$ cat src/rtl/midori64_share_driver_if.sv
// Host-side request/response bundle for midori64_share_driver.
// master = host/test harness, slave = the driver.
interface midori64_share_driver_if;
    logic         in_valid;
    logic         in_ready;
    logic [63:0]  in_data;
    logic [127:0] in_key;
    logic         in_enc_dec;
    logic         out_valid;
    logic         out_ready;
    logic [63:0]  out_data;
    logic         out_err;

    modport master (
        output in_valid, in_data, in_key, in_enc_dec, out_ready,
        input  in_ready, out_valid, out_data, out_err
    );

    modport slave (
        input  in_valid, in_data, in_key, in_enc_dec, out_ready,
        output in_ready, out_valid, out_data, out_err
    );
endinterface

$ cat src/rtl/midori64_share_driver.sv
// Host-side initiator for a 2-share masked Midori64 core: shares the block, sequences the core
// through load/run/done, recombines the result. Define MIDORI_DRIVER_MASK_EN for LFSR masks.
module midori64_share_driver #(
    parameter int unsigned TIMEOUT     = 64,
    parameter int unsigned LOAD_CYCLES = 2,
    parameter logic [63:0] MASK_SEED   = 64'h0123456789ABCDEF
) (
    input  logic                   clk,
    input  logic                   reset,
    midori64_share_driver_if.slave io_host,
    output logic                   o_core_reset,
    output logic [63:0]            o_core_input1,
    output logic [63:0]            o_core_input2,
    output logic [127:0]           o_core_key,
    output logic                   o_core_enc_dec,
    input  logic                   i_core_done,
    input  logic [63:0]            i_core_output1,
    input  logic [63:0]            i_core_output2
);
    localparam logic [1:0] StIdle = 2'd0;
    localparam logic [1:0] StLoad = 2'd1;
    localparam logic [1:0] StRun  = 2'd2;
    localparam logic [1:0] StOut  = 2'd3;

    localparam int unsigned CntMax = (TIMEOUT > LOAD_CYCLES) ? TIMEOUT : LOAD_CYCLES;
    localparam int unsigned CntW   = $clog2(CntMax + 1);

    if (TIMEOUT < 2 || LOAD_CYCLES < 1 || MASK_SEED == 64'd0) begin : g_bad_params
        $error("midori64_share_driver: invalid parameter set");
    end

    logic [1:0]      r_state, w_state;
    logic [CntW-1:0] r_cnt, w_cnt;
    logic [63:0]     r_out_data, w_out_data;
    logic            r_out_err, w_out_err;
    logic [63:0]     r_in1, r_in2;
    logic [127:0]    r_key;
    logic            r_dir;
    logic            w_accept;
    logic [63:0]     w_mask;

    assign w_accept = (r_state == StIdle) && io_host.in_valid;

`ifdef MIDORI_DRIVER_MASK_EN
    // Galois LFSR, x^64+x^63+x^61+x^60+1, right-shifting; steps once per accepted request
    logic [63:0] r_lfsr;
    logic [63:0] w_lfsr_next;

    assign w_lfsr_next = {1'b0, r_lfsr[63:1]} ^ (r_lfsr[0] ? 64'hD800_0000_0000_0000 : 64'd0);
    assign w_mask      = r_lfsr;

    always_ff @(posedge clk or posedge reset) begin
        if (reset) begin
            r_lfsr <= MASK_SEED;
        end else if (w_accept) begin
            r_lfsr <= w_lfsr_next;
        end
    end
`else
    assign w_mask = 64'd0;
`endif

    always_comb begin
        w_state    = r_state;
        w_cnt      = r_cnt;
        w_out_data = r_out_data;
        w_out_err  = r_out_err;
        case (r_state)
            StIdle: begin
                if (io_host.in_valid) begin
                    w_state = StLoad;
                    w_cnt   = '0;
                end
            end
            StLoad: begin
                if (r_cnt == CntW'(LOAD_CYCLES - 1)) begin
                    w_state = StRun;
                    w_cnt   = '0;
                end else begin
                    w_cnt = r_cnt + CntW'(1);
                end
            end
            StRun: begin
                // done is checked first so it wins over a coincident timeout
                if (i_core_done) begin
                    w_state    = StOut;
                    w_out_data = i_core_output1 ^ i_core_output2;
                    w_out_err  = 1'b0;
                end else if (r_cnt == CntW'(TIMEOUT - 1)) begin
                    w_state    = StOut;
                    w_out_data = 64'd0;
                    w_out_err  = 1'b1;
                end else begin
                    w_cnt = r_cnt + CntW'(1);
                end
            end
            StOut: begin
                if (io_host.out_ready) begin
                    w_state = StIdle;
                end
            end
            default: w_state = StIdle;
        endcase
    end

    always_ff @(posedge clk or posedge reset) begin
        if (reset) begin
            r_state    <= StIdle;
            r_cnt      <= '0;
            r_out_data <= 64'd0;
            r_out_err  <= 1'b0;
            r_in1      <= 64'd0;
            r_in2      <= 64'd0;
            r_key      <= 128'd0;
            r_dir      <= 1'b0;
        end else begin
            r_state    <= w_state;
            r_cnt      <= w_cnt;
            r_out_data <= w_out_data;
            r_out_err  <= w_out_err;
            if (w_accept) begin
                r_in2 <= w_mask;
                r_in1 <= io_host.in_data ^ w_mask;
                r_key <= io_host.in_key;
                r_dir <= io_host.in_enc_dec;
            end
        end
    end

    // decoded from state so reset forces core_reset high without waiting for a clock
    assign io_host.in_ready  = (r_state == StIdle);
    assign io_host.out_valid = (r_state == StOut);
    assign io_host.out_data  = r_out_data;
    assign io_host.out_err   = r_out_err;
    assign o_core_reset      = (r_state != StRun);
    assign o_core_input1     = r_in1;
    assign o_core_input2     = r_in2;
    assign o_core_key        = r_key;
    assign o_core_enc_dec    = r_dir;
endmodule
$ cat src/flat_wrapper.sv
// flat-port wrapper written by rule: the top's interface ports become plain ports
module midori64_share_driver_flat 
#(
    parameter int unsigned TIMEOUT     = 64,
    parameter int unsigned LOAD_CYCLES = 2,
    parameter logic [63:0] MASK_SEED   = 64'h0123456789ABCDEF
)
  (clk, reset, o_core_reset, o_core_input1, o_core_input2, o_core_key, o_core_enc_dec, i_core_done, i_core_output1, i_core_output2, io_host_in_valid, io_host_in_data, io_host_in_key, io_host_in_enc_dec, io_host_out_ready, io_host_in_ready, io_host_out_valid, io_host_out_data, io_host_out_err);
  midori64_share_driver_if io_host_i ();
  input  logic clk;
  input  logic reset;
  output logic o_core_reset;
  output logic [63:0] o_core_input1;
  output logic [63:0] o_core_input2;
  output logic [127:0] o_core_key;
  output logic o_core_enc_dec;
  input  logic i_core_done;
  input  logic [63:0] i_core_output1;
  input  logic [63:0] i_core_output2;
  input wire logic [$bits(io_host_i.in_valid)-1:0] io_host_in_valid;
  input wire logic [$bits(io_host_i.in_data)-1:0] io_host_in_data;
  input wire logic [$bits(io_host_i.in_key)-1:0] io_host_in_key;
  input wire logic [$bits(io_host_i.in_enc_dec)-1:0] io_host_in_enc_dec;
  input wire logic [$bits(io_host_i.out_ready)-1:0] io_host_out_ready;
  output wire logic [$bits(io_host_i.in_ready)-1:0] io_host_in_ready;
  output wire logic [$bits(io_host_i.out_valid)-1:0] io_host_out_valid;
  output wire logic [$bits(io_host_i.out_data)-1:0] io_host_out_data;
  output wire logic [$bits(io_host_i.out_err)-1:0] io_host_out_err;
  assign io_host_i.in_valid = io_host_in_valid;
  assign io_host_i.in_data = io_host_in_data;
  assign io_host_i.in_key = io_host_in_key;
  assign io_host_i.in_enc_dec = io_host_in_enc_dec;
  assign io_host_i.out_ready = io_host_out_ready;
  assign io_host_in_ready = io_host_i.in_ready;
  assign io_host_out_valid = io_host_i.out_valid;
  assign io_host_out_data = io_host_i.out_data;
  assign io_host_out_err = io_host_i.out_err;
  midori64_share_driver #(.TIMEOUT(TIMEOUT), .LOAD_CYCLES(LOAD_CYCLES), .MASK_SEED(MASK_SEED)) u_core (.clk(clk), .reset(reset), .io_host(io_host_i), .o_core_reset(o_core_reset), .o_core_input1(o_core_input1), .o_core_input2(o_core_input2), .o_core_key(o_core_key), .o_core_enc_dec(o_core_enc_dec), .i_core_done(i_core_done), .i_core_output1(i_core_output1), .i_core_output2(i_core_output2));
endmodule
$ cat config.mk
export PLATFORM = sky130hd
export DESIGN_NAME = midori64_share_driver_flat
export DESIGN_NICKNAME = d
export VERILOG_FILES = /design/src/rtl/midori64_share_driver_if.sv /design/src/rtl/midori64_share_driver.sv /design/src/flat_wrapper.sv
export SDC_FILE = /design/constraint.sdc
export NUM_CORES = 1
export LEC_CHECK = 0
export ABC_AREA = 1
export CORE_AREA = 5 5 251 253
export CTS_CLUSTER_DIAMETER = 40
export DETAILED_ROUTE_END_ITERATION = 16
export DIE_AREA = 0 0 256 258
export MAX_ROUTING_LAYER = met4
export PLACE_DENSITY = 0.52
export SYNTH_ARGS = -nofsm -noshare
export SYNTH_HDL_FRONTEND = slang
export SYNTH_SLANG_ARGS = --single-unit
export TNS_END_PERCENT = 5
$ cat constraint.sdc
create_clock -name clk -period 15 [get_ports clk]
set_input_delay 3 -clock clk [delete_from_list [all_inputs] [get_ports clk]]
set_output_delay 3 -clock clk [all_outputs]
set_load 0.02 [all_outputs]
==> flow_metrics.py <==
metrics = {
    "logic_synthesis": {
        "synth_area_per_cell_um2": 11.6,
        "seq_area_frac_synth_pct": 57.2,
        "synth_seq_cells": 267,
        "ys_types": 25,
        "yosys_warnings": 0,
        "synthCells": 1007,
        "netlist_area_um2": 11700,
    },
    "setup_path": {
        "path_class": "flip-flop to primary output",
        "worstPathArrival_ns": 2.13,
        "critical_path_required_ns": 12.00,
        "cp_max_fo": 5,
        "worstSetupEndpointType": "primary output",
        "start_kind": "flip-flop",
        "crit_path_start": "u_core.r_state[0]$_DFFE_PP0P_",
        "r2r-start": "u_core.r_state[0]$_DFFE_PP0P_",
    },
    "hold_path": {
        "hp-start": "u_core.io_host.out_data[60]$_DFFE_PP0P_",
        "hold_class": "flip-flop to flip-flop",
    },
    "pwr": {
        "pwr-share-clk_pct": 27.7,
        "p_switching_uw": 1540,
        "internal-power_uw": 2880,
        "power_density_nw_per_um2": 221,
        "switching_share_pct": 34.8,
        "p_comb_share_pct": 43.7,
        "pwr-share-seq_pct": 28.5,
        "peakVddDrop_mv": 0.115,
        "power.leakage_uw": 0.00862,
    },
    "route": {
        "route.detailed.wl_per_inst_um": 17.0,
        "detail-route-antenna-nets": 0,
        "viasPerCell": 3.85,
        "dr.first_iter.drc_count": 345,
        "post-route-drc-count": 0,
        "vias": 9405,
        "wirelength_um": 41600,
        "first_pass_iters": 4,
    },
    "clocking": {
        "clk_path_buf_depth": 3,
        "clock_sinks": 267,
        "cts_root_buffer": "clkbuf_16",
        "clkTransAtPathRegs_ns": 0.05,
        "cts.htree.levels": 2,
        "cts_tree": "built",
        "cts_setup_buffers": 0,
        "clock_latency_ns": 0.58,
        "postCtsResizedCells": 0,
        "holdBufCountCts": 0,
        "numCtsBuffers": 53,
    },
    "global_routing": {
        "grt.overflow.total": 0,
        "busiest_layer": "met2",
        "grt_pass1_wl_um": 62100,
        "met3_usage_pct": 4.09,
        "grt_util_met1_pct": 13.1,
        "antenna_found_initial": 1,
        "grt_pass1_vias": 10100,
        "use_met2_pct": 21.7,
        "grt_max_degree": 160,
        "grt_usage_pct": 12.3,
    },
    "sta": {
        "rsz0062_at_grt": "false",
        "final-setup-viol-count": 0,
        "post-route-period-util_pct": 34.2,
        "hold_viol_final": 0,
        "fin_crit_ns": 5.13,
        "worstMarginPinSlew_ns": 1.11,
        "finalSetupTns_ns": 0,
        "timing.fmax_mhz": 195,
        "clock_skew_ns": 0.0425,
        "slew_headroom_pct": 26.3,
        "slew_violations": 0,
    },
    "floorplanning": {
        "dieArea_um2": 66000,
        "start_util_pct": 19.2,
        "rows": 91,
        "die_h_um": 258,
        "fp.dieW_um": 256,
        "ios": 651,
        "core_um2": 60800,
    },
    "layout": {
        "layout_common_cells": "clkdlybuf4s50_1 (585), dfrtp_1 (267), mux2_2 (193), nand2_1 (185), nor2_1 (71)",
        "layout.nets": 1942,
        "layout-drive-gt1-share_pct": 20.0,
        "syn_to_final_growth_pct": 71.1,
        "num-fill-cells": 6185,
        "stdcell_count": 2444,
        "final_common_cell": "clkdlybuf4s50_1",
    },
    "placement": {
        "placed_cells": 2344,
        "io_buffer_count": 586,
        "gp_congestion": 0.798,
        "hpwl_um": 31500,
    },
    "job": {
        "drv_cap": 0,
    },
    "status": {
        "outcome": "complete, no violations",
    },
}
final timing paths:
path                                                            to  slack, ns  cells after the start
hold / removal             u_core.io_host.out_data[60]$_DFFE_PP0P_       0.50                      2
hold reg to reg            u_core.io_host.out_data[60]$_DFFE_PP0P_       0.50                      2
setup reg to reg                 u_core.o_core_key[68]$_DFFE_PP0P_      12.38                      5
min in group asynchronous        u_core.o_core_key[95]$_DFFE_PP0P_       2.99                      2
max in group asynchronous     u_core.o_core_input1[44]$_DFFE_PP0P_      10.00                      4
setup / recovery                                      o_core_reset       9.87                      4
stage by stage:
stage	utilization (%)	hold slack, ns	power [uW]	setup WS, ns	area (um^2)
finish	32.9	0.497	4420	9.87	20000
global route	32.9	0.512	4660	9.57	20000
CTS	32.9	0.503	4500	9.81	20000
detailed placement	29.8	0.492	3240	9.26	18100
global placement	29.8	0.486	3210	9.29	18100
floorplan	-	0.488	2240	4.65	11900
power by group through the flow:
stage | Clock (uW) | Sequential (uW) | Combinational [uW]
after floorplan | 0 | 1670 | 571
after global placement | 0 | 1260 | 1950
after detailed placement | 0 | 1270 | 1960
after CTS | 1270 | 1270 | 1970
after global routing | 1300 | 1310 | 2050
final | 1230 | 1260 | 1930
layout make-up:
cell class                      count  area [um^2]  share of cell area, %
Clock buffer                       67         1430                   7.14
Clock inverter                     32          450                   2.25
Inverter                           16         67.6                  0.338
Multi-Input combinational cell    678         4460                   22.3
Timing Repair Buffer              593         5930                   29.6
Antenna cell                        1         2.50                 0.0125
Tap cell                          790          988                   4.94
Sequential cell                   267         6680                   33.4
logic make-up after synthesis:
group,after synthesis,synth area share [%]
DFF,267,57.2
other,1,0.0321
buffers and inverters,125,6.89
adders and majority gates,7,0.749
and+or+nand+nor,339,13.2
muxes,193,18.6
xor gates and xnor gates,3,0.225
AOI/OAI and AO/OA,72,3.14
Yosys cell counts:
| cell | number | area share (%) |
|---|---|---|
| dfrtp_1 | 267 | 57 |
| mux2_2 | 193 | 19 |
| nand2_1 | 186 | 6.0 |
| nor2_1 | 71 | 2.3 |
| buf_4 | 70 | 4.5 |
| nand3_1 | 44 | 1.9 |
| o21ai_0 | 37 | 1.6 |
| a21oi_1 | 33 | 1.4 |
| nand3_2 | 31 | 2.7 |
| buf_2 | 23 | 0.98 |
| inv_1 | 15 | 0.48 |
| ha_1 | 7 | 0.75 |
| buf_6 | 6 | 0.58 |
| clkbuf_1 | 6 | 0.19 |
| buf_1 | 4 | 0.13 |
| nand2_2 | 3 | 0.16 |
| xor2_1 | 3 | 0.22 |
| a21boi_0 | 1 | 0.064 |
| conb_1 | 1 | 0.032 |
| inv_2 | 1 | 0.032 |
| nand3b_1 | 1 | 0.064 |
| nand4_1 | 1 | 0.054 |
| nor2_2 | 1 | 0.054 |
| nor2_4 | 1 | 0.096 |
| o2111ai_1 | 1 | 0.075 |
flip-flops by register name, indices dropped and copies added (netlist names):
signal / flops
u_core.o_core_key: 128
u_core.r_state: 2
u_core.io_host.out_data: 64
u_core.o_core_input1: 64
u_core.io_host.out_err: 1
u_core.o_core_enc_dec: 1
u_core.r_cnt: 7
layer usage:
layer	wire length, um	share of wire, %
met4	1180	2.8
met3	3080	7.4
met5	0	0
met2	21600	52
met1	15700	38
critical path: stages (launching register included):
cell and delay [ns]:
dfrtp_1 0.42, inv_1 0.09, ha_1 0.31, inv_1 0.13, clkdlybuf4s50_1 0.64
(Power assumes the default switching activity.)
